<file path="src/rtl/led_panel_monitor.sv">
// LED panel monitor: snoops a serial RGB panel driver, rebuilds each latched row
// and tracks frame completion plus sticky protocol error flags.
module led_panel_monitor #(
    parameter int COLS = 32
) (
    input  logic            clk,
    input  logic            reset,
    input  logic            red_in,
    input  logic            green_in,
    input  logic            blue_in,
    input  logic            sclk_in,
    input  logic            latch_in,
    input  logic            blank_in,
    input  logic            aclk_in,
    input  logic            arst_in,
    input  logic [2:0]      rowmax_in,
    input  logic            err_clr,
    output logic            row_valid,
    output logic [2:0]      row_addr,
    output logic [COLS-1:0] row_red,
    output logic [COLS-1:0] row_green,
    output logic [COLS-1:0] row_blue,
    output logic            frame_done,
    output logic [15:0]     frame_count,
    output logic            err_overflow,
    output logic            err_short,
    output logic            err_row,
    output logic            err_blank
);
    localparam int CW = $clog2(COLS + 1);

    typedef struct packed {
        logic       red;
        logic       green;
        logic       blue;
        logic       sclk;
        logic       latch;
        logic       blank;
        logic       aclk;
        logic       arst;
        logic       clr;
        logic [2:0] rowmax;
    } in_t;

    in_t             in_now, s1, s2;
    logic [CW-1:0]   bit_cnt, cnt_nxt;
    logic [COLS-1:0] sr_red, sr_green, sr_blue;
    logic [COLS-1:0] sr_red_nxt, sr_green_nxt, sr_blue_nxt;
    logic [2:0]      row_ctr;
    logic            cap_pend, cap_last;
    logic            sclk_rise, latch_rise, aclk_rise, full, capture;

    assign in_now = {red_in, green_in, blue_in, sclk_in, latch_in, blank_in,
                     aclk_in, arst_in, err_clr, rowmax_in};

    assign sclk_rise  = s1.sclk  & ~s2.sclk;
    assign latch_rise = s1.latch & ~s2.latch;
    assign aclk_rise  = s1.aclk  & ~s2.aclk;
    assign full       = (bit_cnt == CW'(COLS));

    // Shift happens before the latch looks at the row, so a bit and a latch
    // arriving together are captured as one complete row.
    always_comb begin
        sr_red_nxt   = sr_red;
        sr_green_nxt = sr_green;
        sr_blue_nxt  = sr_blue;
        cnt_nxt      = bit_cnt;
        if (sclk_rise && !full) begin
            sr_red_nxt   = {sr_red[COLS-2:0], s1.red};
            sr_green_nxt = {sr_green[COLS-2:0], s1.green};
            sr_blue_nxt  = {sr_blue[COLS-2:0], s1.blue};
            cnt_nxt      = bit_cnt + CW'(1);
        end
    end

    assign capture = latch_rise && (cnt_nxt == CW'(COLS));

    // row_valid is a one-cycle strobe with no back-pressure: row_* are valid
    // whenever it is high and hold until the next capture.
    always_ff @(posedge clk) begin
        if (reset) begin
            s1           <= '0;
            s2           <= '0;
            sr_red       <= '0;
            sr_green     <= '0;
            sr_blue      <= '0;
            bit_cnt      <= '0;
            row_ctr      <= '0;
            cap_pend     <= 1'b0;
            cap_last     <= 1'b0;
            row_valid    <= 1'b0;
            row_addr     <= '0;
            row_red      <= '0;
            row_green    <= '0;
            row_blue     <= '0;
            frame_done   <= 1'b0;
            frame_count  <= '0;
            err_overflow <= 1'b0;
            err_short    <= 1'b0;
            err_row      <= 1'b0;
            err_blank    <= 1'b0;
        end else begin
            s1       <= in_now;
            s2       <= s1;
            sr_red   <= sr_red_nxt;
            sr_green <= sr_green_nxt;
            sr_blue  <= sr_blue_nxt;
            bit_cnt  <= latch_rise ? '0 : cnt_nxt;

            if (s1.arst)
                row_ctr <= '0;
            else if (aclk_rise)
                row_ctr <= (row_ctr == s1.rowmax) ? 3'd0 : row_ctr + 3'd1;

            cap_pend <= capture;
            if (capture) begin
                row_red   <= sr_red_nxt;
                row_green <= sr_green_nxt;
                row_blue  <= sr_blue_nxt;
                row_addr  <= row_ctr;
                cap_last  <= (row_ctr == s1.rowmax);
            end

            row_valid  <= cap_pend;
            frame_done <= cap_pend & cap_last;
            if (cap_pend && cap_last)
                frame_count <= frame_count + 16'd1;

            err_overflow <= (err_overflow & ~s1.clr) | (sclk_rise & full);
            err_short    <= (err_short & ~s1.clr) | (latch_rise & ~capture);
            err_row      <= (err_row & ~s1.clr)
                          | (aclk_rise & ~s1.arst & (row_ctr == s1.rowmax));
            err_blank    <= (err_blank & ~s1.clr) | (latch_rise & ~s1.blank);
        end
    end
endmodule

</file>
<file path="config.mk">
export PLATFORM = sky130hd
export DESIGN_NAME = led_panel_monitor
export DESIGN_NICKNAME = d
export VERILOG_FILES = /design/src/rtl/led_panel_monitor.sv
export SDC_FILE = /design/constraint.sdc
export NUM_CORES = 1
export LEC_CHECK = 0
export CAP_MARGIN = 20
export CORE_ASPECT_RATIO = 0.7
export CORE_MARGIN = 4
export CORE_UTILIZATION = 40
export CTS_BUF_LIST = sky130_fd_sc_hd__clkbuf_4 sky130_fd_sc_hd__clkbuf_8
export CTS_CLUSTER_DIAMETER = 60
export DETAILED_ROUTE_END_ITERATION = 10
export GPL_TIMING_DRIVEN = 0
export HOLD_SLACK_MARGIN = 0.06
export SETUP_SLACK_MARGIN = 0.15
export SLEW_MARGIN = 40
export SYNTH_ARGS = -nofsm -noshare
export SYNTH_HDL_FRONTEND = slang
export SYNTH_SLANG_ARGS = --single-unit
</file>
<file path="constraint.sdc">
create_clock -name clk -period 2.45 [get_ports clk]
set_input_delay 0.245 -clock clk [delete_from_list [all_inputs] [get_ports clk]]
set_output_delay 0.245 -clock clk [all_outputs]
set_load 0.1 [all_outputs]
</file>
==> flow_summary.yaml, run 1 <==
floorplanning:
  row_count: 46
  start_util: 0.4142
  core-area_um2: 23020
  die_y_um: 137.2
  die_w_um: 192.6
  die_area_um2: 26420
  io_pins: 135
cells_and_area:
  antenna_cells: 0
  final_common_cell: "dfxtp_1"
  final_cell_mix: "241 x dfxtp_1, 130 x nor2_1, 130 x buf_2"
  drive_gt1_frac: 0.3078
  nets: 1049
  stdcell_count: 1371
  syn2layout_area_growth_pct: 22.96
sta:
  rsz0062_at_grt: "yes"
  slew_violations: 0
  tns_ps: 0
  post-route-min-period_ps: 2323
  setup_slack_ps: 127.3
  hold_violations: 0
  finClkSkew_ps: 21.03
  finalCritPeriodShare: 0.9481
  hold_slack_ps: 268.3
  fmax_ghz: 0.4305
  finalSetupViolCount: 0
  slew_headroom: 0.6038
  worst_slew_pin_slew_ps: 594.4
cts:
  cts-root-buf: "clkbuf_8"
  clockBufferDepth: 3
  cts_buffers: 40
  cts_tree: "done"
  insertion_delay_ps: 530
  hold_buffers: 0
  cts_sinks: 243
  cts_htree_levels: 2
  clk_pin_slew_worst_paths_ps: 60
power_and_ir_drop:
  power_frac_seq: 0.498
  power_frac_comb: 0.035
  total_leakage_power_nw: 5.765
  cellPowerDensity_nw_per_um2: 681.4
  p_int_mw: 6.213
  clock_power_share: 0.467
  p_sw_mw: 1.777
  swShare: 0.2224
  vdd_drop_max_mv: 0.4397
  power_mw: 7.990
setup_path:
  cp-end-kind: "flip-flop"
  worstPathRequired_ps: 2860
  r2r_slack_ps: 130
  cp-start-kind: "flip-flop"
  cp_max_fo: 10
  path_class: "reg2reg"
  crit_arrival_ps: 2730
logic_synthesis:
  synth_edf_count: 0
  synth-seq-cells: 243
  avgSynthCellArea_um2: 11.25
  netlist_area_um2: 9537
  synth_top_cell_by_area: "dfxtp_1"
  syn-instance-count: 848
  yosysTopAreaCellShare: 0.5101
  yosysSeqAreaShare: 0.5101
  synth.area.top_cells: "dfxtp_1 51%, mux2_4 14%, mux2i_1 11%"
  synthArstFlopShare: 0
  yosysWarnings: 0
  synth_nets: 866
  synthDistinctLibCells: 42
  synthFlopType: "dfxtp_1"
routing:
  wl_um: 20110
  route.detailed.drc: 0
  wl_met1_um: 10790
  wl_met3_um: 946
  firstDrtPassIters: 4
  vias_per_cell: 4.486
  drtAntennaViolNets: 0
  num_vias: 6150
  drt_iter0_drc: 262
  wire_per_inst_um: 14.67
  top_layer: "met4"
  routed-wl-met2_um: 8001
worst_hold_path:
  hold_class: "in2reg"
grt:
  globalRouteTotalUtil: 0.1512
  first_global_vias: 6034
  antenna_found_initial: 0
  grt-ovfl-total: 0
  grt_max_degree: 11
  grt_pass1_wl_um: 32070
place:
  dpl.cell_count: 1293
  port_buffers: 133
  dpl.hpwl_um: 13430
  place_congestion: 0.7568
  pre_cts_slack_ps: -113.6
run:
  maxCapViolCount: 0
outcome:
  status: "completed"
## path summary, 6_finish.rpt
path                    startpoint                        to  depth (start not counted)
max reg2reg  bit_cnt[0]$_SDFF_PP0_  row_red[20]$_SDFFE_PP0P_                         10
max          bit_cnt[0]$_SDFF_PP0_  row_red[20]$_SDFFE_PP0P_                         10
min                         red_in         s1[11]$_SDFF_PP0_                          2
min reg2reg       s1[5]$_SDFF_PP0_          s2[5]$_SDFF_PP0_                          1
## metal layers
metal | vias up | track usage
li1 | 3191 | -
met1 | 2798 | 0.2294
met2 | 122 | 0.2161
met3 | 39 | 0.03318
met4 | 0 | 0.03998
met5 | - | 0
## synthesized netlist by cell type (2+ instances only)
cell type,n
mux2i_1,101
nand3_1,6
buf_6,11
o21ai_0,2
o2111ai_1,2
nand4_1,5
and2_1,3
xor2_1,7
buf_2,9
nor2_1,130
inv_1,9
dfxtp_1,243
xnor2_1,17
buf_4,7
mux2_1,10
a22oi_1,2
mux2_4,86
ha_1,4
a21oi_1,5
nor2b_1,114
nor3_1,7
or3_1,2
nand2_1,23
clkbuf_1,25
## logic make-up (layout without fill, tap and decap cells)
logic type / Yosys count / count (layout) / share of synthesized area
buf+inv: 62 / 273 / 0.03700
compound gates: 20 / 20 / 0.01574
simple gates: 297 / 297 / 0.1552
flops: 243 / 243 / 0.5101
mux: 198 / 198 / 0.2547
xor+xnor: 24 / 24 / 0.02204
fa+ha+maj: 4 / 4 / 0.005248
## flip-flops by register name, indices dropped and copies added (netlist names)
signal,count
s2,3
row_valid,1
cap_last,1
sr_red,32
row_addr,3
sr_blue,32
err_row,1
frame_done,1
sr_green,32
err_overflow,1
row_red,32
s1,12
row_green,32
frame_count,16
err_blank,1
row_blue,32
row_ctr,3
err_short,1
bit_cnt,6
cap_pend,1
## metrics by stage
step	util	instance area [um^2]
final	0.5093	11730
after global routing	0.5093	11730
after floorplan	-	9537
after detailed placement	0.4628	10650
after CTS	0.5060	11650
after global placement	0.4890	11260
## power by group through the flow
stage	clock network [mW]	logic (mW)	registers [mW]
CTS	3.86	0.279	3.98
detailed placement	0	0.266	4.07
floorplan	0	0.169	4.09
global placement	0	0.267	4.07
finish	3.73	0.279	3.98
global route	4.02	0.305	3.98
## cell type report
cell class,count,area (um^2)
Buffer,52,396.6
Fill cell,2149,11300
Multi-Input combinational cell,543,4380
Inverter,10,42.54
Clock buffer,63,785.8
Clock inverter,7,65.06
Tap cell,312,390.4
Sequential cell,243,4872
Timing Repair Buffer,141,793.3
## timing repair
action                                  CTS  global route
gates resized for setup                  25            13
pin swaps                                 2             1
endpoints found under the setup margin  100            96
gates cloned                              1             0
setup buffers                             4             3
## worst max-delay path, stage by stage, from the launching register on
cell,delay [ps]
dfxtp_4,370
inv_4,60
ha_4,140
nand3b_4,100
o31ai_4,190
buf_6,160
mux2i_4,270
o2111ai_4,210
buf_12,220
buf_12,150
mux2_1,310
Note: power is estimated with default switching activity, not from simulation.
==> run 2: changes to the inputs <==
--- a/config.mk
+++ b/config.mk
@@ -14,7 +14,7 @@
 export DETAILED_ROUTE_END_ITERATION = 10
 export GPL_TIMING_DRIVEN = 0
 export HOLD_SLACK_MARGIN = 0.06
-export SETUP_SLACK_MARGIN = 0.15
+export SETUP_SLACK_MARGIN = 0.5
 export SLEW_MARGIN = 40
 export SYNTH_ARGS = -nofsm -noshare
 export SYNTH_HDL_FRONTEND = slang
==> run 2 against run 1 <==
Effect of this change: critical path depth stayed put; fmax up 3.3%; die area is the same; final area about the same; count of clock-buffer cells in the layout increased by 1; clock power fell by 5.6%; worst hold slack improved by 20 ps; non-clock buffer count grew 3; critical path type unchanged; highest routed layer unchanged.
==> flow_summary.yaml, run 2 (synthesis gave the netlist of run 1 again) <==
outcome:
  status: "completed"
cts:
  cts_sinks: 243
  cts-root-buf: "clkbuf_8"
  cts_htree_levels: 2
  cts_tree: "done"
  hold_buffers: 0
  clk_pin_slew_worst_paths_ps: 60
  cts_buffers: 40
  clockBufferDepth: 3
  insertion_delay_ps: 520
grt:
  first_global_vias: 6089
  globalRouteTotalUtil: 0.1503
  antenna_found_initial: 0
  grt-ovfl-total: 0
  grt_pass1_wl_um: 32220
  grt_max_degree: 11
setup_path:
  cp_slowest_cell: "dfxtp_4"
  cp-start-kind: "flip-flop"
  r2r_slack_ps: 200
  crit_chain: "inv_4 -> ha_4 -> nand3b_4 -> o31ai_4 -> buf_6 -> mux2i_4 -> o2111ai_4 -> buf_8 -> buf_12 -> mux2_1"
  cp-end-kind: "flip-flop"
  cp_max_fo: 10
  critPathBufInv: 4
  path_delay_family: "buffers and inverters"
  worst_r2r_endpoint: "row_blue[29]$_SDFFE_PP0P_"
  path_class: "reg2reg"
  cp_slowest_stage_delay_ps: 360
  crit_arrival_ps: 2640
  r2r-start: "bit_cnt[0]$_SDFF_PP0_"
  worstPathRequired_ps: 2840
  r2r_cells: 10
sta:
  hold_violations: 0
  finClkSkew_ps: 16.85
  slew_headroom: 0.6220
  tns_ps: 0
  post-route-min-period_ps: 2248
  fmax_ghz: 0.4448
  slew_violations: 0
  finalSetupViolCount: 0
  rsz0062_at_grt: "yes"
  finalCritPeriodShare: 0.9176
  worst_slew_pin_slew_ps: 566.9
cells_and_area:
  final_cell_mix: "233 x dfxtp_1, 130 x nor2_1, 124 x buf_2"
  syn2layout_area_growth_pct: 23.05
  final_common_cell: "dfxtp_1"
  nets: 1052
  antenna_cells: 0
  drive_gt1_frac: 0.3166
  stdcell_count: 1370
  fillCellCount: 2152
routing:
  drtAntennaViolNets: 0
  wl_met1_um: 10780
  wl_um: 20000
  wl_met3_um: 1032
  top_layer: "met4"
  routed-wl-met2_um: 7797
  drt_iter0_drc: 212
  firstDrtPassIters: 4
  route.detailed.drc: 0
  vias_per_cell: 4.509
  wire_per_inst_um: 14.60
  num_vias: 6178
place:
  dpl.cell_count: 1293
  dpl.hpwl_um: 13570
  port_buffers: 133
  place_congestion: 0.7627
power_and_ir_drop:
  clock_power_share: 0.452
  p_int_mw: 6.053
  total_leakage_power_nw: 5.780
  vdd_drop_max_mv: 0.3300
  cellPowerDensity_nw_per_um2: 664.2
  p_sw_mw: 1.741
  swShare: 0.2233
  power_mw: 7.794
  power_frac_comb: 0.037
  power_frac_seq: 0.511
floorplanning:
  io_pins: 135
  die_w_um: 192.6
  die_y_um: 137.2
  die_area_um2: 26420
  core-area_um2: 23020
  start_util: 0.4142
  row_count: 46
worst_hold_path:
  hold_class: "in2reg"
  min_from: "green_in"
  hold_depth: 2
  worstHoldEndpoint: "s1[10]$_SDFF_PP0_"
run:
  maxCapViolCount: 0
## run 2: cell types whose count changed in the layout (fill, tap and decap cells not counted), sizes merged
cell,previous run,this run
clkbuf,88,92
clkinv,4,2
clkinvlp,2,0
bufinv,1,0
## run 2: layout make-up
class / count / area [um^2] / area share
Tap cell: 312 / 390.4 / 0.03327
Clock inverter: 2 / 13.76 / 0.001173
Inverter: 10 / 40.04 / 0.003412
Buffer: 52 / 424.2 / 0.03614
Multi-Input combinational cell: 543 / 4380 / 0.3733
Sequential cell: 243 / 4882 / 0.4160
Timing Repair Buffer: 144 / 835.8 / 0.07122
Clock buffer: 64 / 768.2 / 0.06547
## run 2: power by group through the flow
stage	logic, mW	registers, mW	clock network [mW]
global placement	0.272	4.07	0
floorplan	0.172	4.09	0
finish	0.290	3.98	3.52
detailed placement	0.270	4.07	0
CTS	0.284	3.98	3.64
global route	0.318	3.98	3.82
## run 2: metal layers
metal / GRT usage / vias to the layer above
met4: 0.04117 / 0
li1: - / 3206
met3: 0.03647 / 35
met1: 0.2311 / 2810
met5: 0 / -
met2: 0.2079 / 127
## run 2: worst reg2reg max path, cell delays in order (launching register included)
cell and delay (ps):
dfxtp_4 360, inv_4 60, ha_4 130, nand3b_4 110, o31ai_4 190, buf_6 160, mux2i_4 260, o2111ai_4 180
buf_8 210, buf_12 160, mux2_1 310
## run 2: worst max path at each step
stage / startpoint / endpoint / slack, ps / cells after the start
final: bit_cnt[0]$_SDFF_PP0_ / row_blue[29]$_SDFFE_PP0P_ / 200 / 10
after global routing: bit_cnt[0]$_SDFF_PP0_ / row_red[20]$_SDFFE_PP0P_ / 90 / 10
after CTS: bit_cnt[0]$_SDFF_PP0_ / row_blue[29]$_SDFFE_PP0P_ / 190 / 10
after detailed placement: reset / err_blank$_SDFF_PP0_ / -420 / 6
after global placement: reset / frame_count[15]$_SDFFE_PP0P_ / -370 / 6
after floorplan: bit_cnt[1]$_SDFF_PP0_ / row_blue[29]$_SDFFE_PP0P_ / 380 / 10
## run 2: stage by stage
stage	utilization	setup WS (ps)	cell area, um^2	hold slack [ps]
global placement	0.4907	-374.4	11300	443.7
finish	0.5097	201.8	11740	287.9
global route	0.5097	92.48	11740	260.4
detailed placement	0.4643	-424.3	10690	446.8
floorplan	-	375.6	9574	373.2
CTS	0.5059	189.7	11650	248.2
## run 2: what timing repair did
action / 4_1_cts / 5_1_grt
gates cloned: 1 / 0
buffers inserted: 8 / 2
gates resized for setup: 25 / 22
hold endpoints to repair: 0 / 0
setup endpoints to repair: 173 / 192
==> run 3: changes to the inputs <==
--- a/config.mk
+++ b/config.mk
@@ -5,6 +5,7 @@
 export SDC_FILE = /design/constraint.sdc
 export NUM_CORES = 1
 export LEC_CHECK = 0
+export ABC_CLOCK_PERIOD_IN_PS = 2100
 export CAP_MARGIN = 20
 export CORE_ASPECT_RATIO = 0.7
 export CORE_MARGIN = 4
@@ -15,7 +16,7 @@
 export GPL_TIMING_DRIVEN = 0
 export HOLD_SLACK_MARGIN = 0.06
 export SETUP_SLACK_MARGIN = 0.5
-export SLEW_MARGIN = 40
+export SLEW_MARGIN = 20
 export SYNTH_ARGS = -nofsm -noshare
 export SYNTH_HDL_FRONTEND = slang
 export SYNTH_SLANG_ARGS = --single-unit
==> constraint.sdc (replaced) <==
create_clock -name clk -period 2.1 [get_ports clk]
set_input_delay 0.21 -clock clk [delete_from_list [all_inputs] [get_ports clk]]
set_output_delay 0.21 -clock clk [all_outputs]
set_load 0.1 [all_outputs]
==> run 3 against run 2 <==
Effect of this change: the flow now finishes with violations (negative setup slack); final cell count rose by 2.1%; worst hold slack worse by 45 ps; sequential share of layout area fell by 2.2 points; fmax shrank 2.8%; sequential power is 17% higher; clock power up 25%; die area unchanged; critical path type unchanged; largest power group unchanged; register-to-register slack worse by 420 ps; non-clock buffer count increased by 25.
==> flow_summary.yaml, run 3 (synthesis gave the netlist of run 1 again) <==
routing:
  firstDrtPassIters: 4
  route.detailed.drc: 0
  vias_per_cell: 4.540
  wl_um: 20770
  wire_per_inst_um: 14.85
  drtAntennaViolNets: 0
  num_vias: 6351
  drt_iter0_drc: 187
setup_path:
  worstPathRequired_ps: 2490
  crit_chain: "inv_2 -> ha_4 -> nand3b_4 -> o31ai_4 -> buf_6 -> mux2i_4 -> o2111ai_4 -> buf_6 -> buf_8 -> mux2_1"
  path_delay_family: "multiplexers"
  r2r_cells: 10
  cp_max_fo: 10
  crit_top_cell: "buf_6"
  critPathBufInv: 4
  worst-path-stages: 10
  r2r_slack_ps: -210
  cp_slowest_stage_delay_ps: 370
  crit_end: "row_green[11]$_SDFFE_PP0P_"
  crit_arrival_ps: 2710
  r2r-start: "bit_cnt[1]$_SDFF_PP0_"
  cp-start-kind: "flip-flop"
  worst_r2r_endpoint: "row_green[11]$_SDFFE_PP0P_"
  startpoint: "bit_cnt[1]$_SDFF_PP0_"
  path_class: "reg2reg"
  cp-end-kind: "flip-flop"
  cp_slowest_cell: "dfxtp_4"
cells_and_area:
  syn2layout_area_growth_pct: 30.71
  stdcell_count: 1399
  final_common_cell: "dfxtp_1"
  antenna_cells: 0
  final_cell_mix: "227 x dfxtp_1, 123 x nor2_1, 114 x nor2b_1"
  drive_gt1_frac: 0.3588
  finalInstanceArea_um2: 12470
  nets: 1077
  utilization: 0.5415
  fillCellCount: 2053
sta:
  fmax_ghz: 0.4323
  rsz0062_at_grt: "yes"
  setup_slack_ps: -213.4
  tns_ps: -17690
  hold_slack_ps: 242.5
  finClkSkew_ps: 24.99
  slew_violations: 0
  post-route-min-period_ps: 2313
  finalSetupViolCount: 100
  hold_violations: 0
  finalCritPeriodShare: 1.102
  slew_headroom: 0.5717
  worst_slew_pin_slew_ps: 642.5
floorplanning:
  core-area_um2: 23020
  die_area_um2: 26420
  io_pins: 135
  row_count: 46
  start_util: 0.4142
  die_w_um: 192.6
  die_y_um: 137.2
cts:
  cts_buffers: 40
  clockBufferDepth: 3
  insertion_delay_ps: 530
  cts_sinks: 243
  cts_tree: "done"
  clk_pin_slew_worst_paths_ps: 60
  hold_buffers: 0
  cts-root-buf: "clkbuf_8"
  cts_htree_levels: 2
worst_hold_path:
  hold_class: "in2reg"
grt:
  grt_max_degree: 11
  first_global_vias: 6229
  grt-ovfl-total: 0
  grt_pass1_wl_um: 32110
  globalRouteTotalUtil: 0.1494
  antenna_found_initial: 0
power_and_ir_drop:
  p_int_mw: 7.434
  p_sw_mw: 2.075
  cellPowerDensity_nw_per_um2: 762.8
  power_frac_comb: 0.048
  vdd_drop_max_mv: 0.5093
  power_mw: 9.508
  power_frac_seq: 0.488
  total_leakage_power_nw: 6.003
  clock_power_share: 0.464
  swShare: 0.2182
place:
  pre_cts_slack_ps: -502.0
  port_buffers: 133
  dpl.hpwl_um: 13460
  place_congestion: 0.7645
  dpl_cell_area_um2: 11340
  dpl.cell_count: 1293
outcome:
  status: "complete, but fails checks"
  violations: "negative setup slack"
run:
  maxCapViolCount: 0
==> run 3: changes by cell type in the layout (fill, tap and decap cells not counted), moves of 8 or more <==
cell	previous run	this run
clkbuf_16	0	10
buf_6	5	16
buf_2	124	47
clkbuf_2	3	78
buf_12	7	15
==> run 3: worst min-delay path by stage <==
stage / startpoint / endpoint / slack, ps / cells past startpoint
after CTS: latch_in / s1[7]$_SDFF_PP0_ / 210 / 2
after detailed placement: row_addr[1]$_SDFFE_PP0P_ / row_addr[1]$_SDFFE_PP0P_ / 460 / 2
after floorplan: rowmax_in[0] / s1[0]$_SDFF_PP0_ / 340 / 1
final: aclk_in / s1[5]$_SDFF_PP0_ / 240 / 2
after global placement: row_addr[1]$_SDFFE_PP0P_ / row_addr[1]$_SDFFE_PP0P_ / 450 / 2
after global routing: aclk_in / s1[5]$_SDFF_PP0_ / 210 / 2
==> run 3: worst register-to-register path, delay by kind of cell, from the launching register on <==
family,cells,cell delay [ps]
multiplexers,2,600
AO/OA/AOI/OAI,2,380
adder cells (fa/ha/maj),1,150
AND/OR/NAND/NOR,1,110
buffers and inverters,4,590
flip-flops,1,370
==> run 3: cell type report <==
cell class | instances | area, um^2 | share of cell area
Tap cell | 312 | 390.4 | 0.03132
Clock inverter | 5 | 53.80 | 0.004316
Timing Repair Buffer | 169 | 1270 | 0.1019
Sequential cell | 243 | 4907 | 0.3937
Clock buffer | 65 | 819.5 | 0.06574
Buffer | 52 | 491.7 | 0.03945
Inverter | 10 | 40.04 | 0.003212
Multi-Input combinational cell | 543 | 4493 | 0.3604
==> run 3: what timing repair did <==
item	4_1_cts	5_1_grt
endpoints found under the setup margin	364	330
resized for setup	189	290
setup buffers	2	23
cloned	0	11
pin swaps	0	13
==> run 3: power groups by stage <==
stage | registers [mW] | logic, mW | clock network, mW
2_1_floorplan | 4.76 | 0.205 | 0
3_3_place_gp | 4.74 | 0.321 | 0
3_5_place_dp | 4.74 | 0.322 | 0
4_1_cts | 4.64 | 0.325 | 4.57
5_1_grt | 4.64 | 0.490 | 4.77
6_report | 4.64 | 0.459 | 4.41
==> run 3: layer usage <==
metal | up-vias | global-route usage | wire length (um) | part of all wire
met5 | - | 0 | 0 | 0
met4 | 0 | 0.03919 | 291 | 0.014
met3 | 29 | 0.03698 | 992 | 0.048
met2 | 127 | 0.2114 | 8484 | 0.41
met1 | 2939 | 0.2261 | 11010 | 0.53
li1 | 3256 | - | - | -
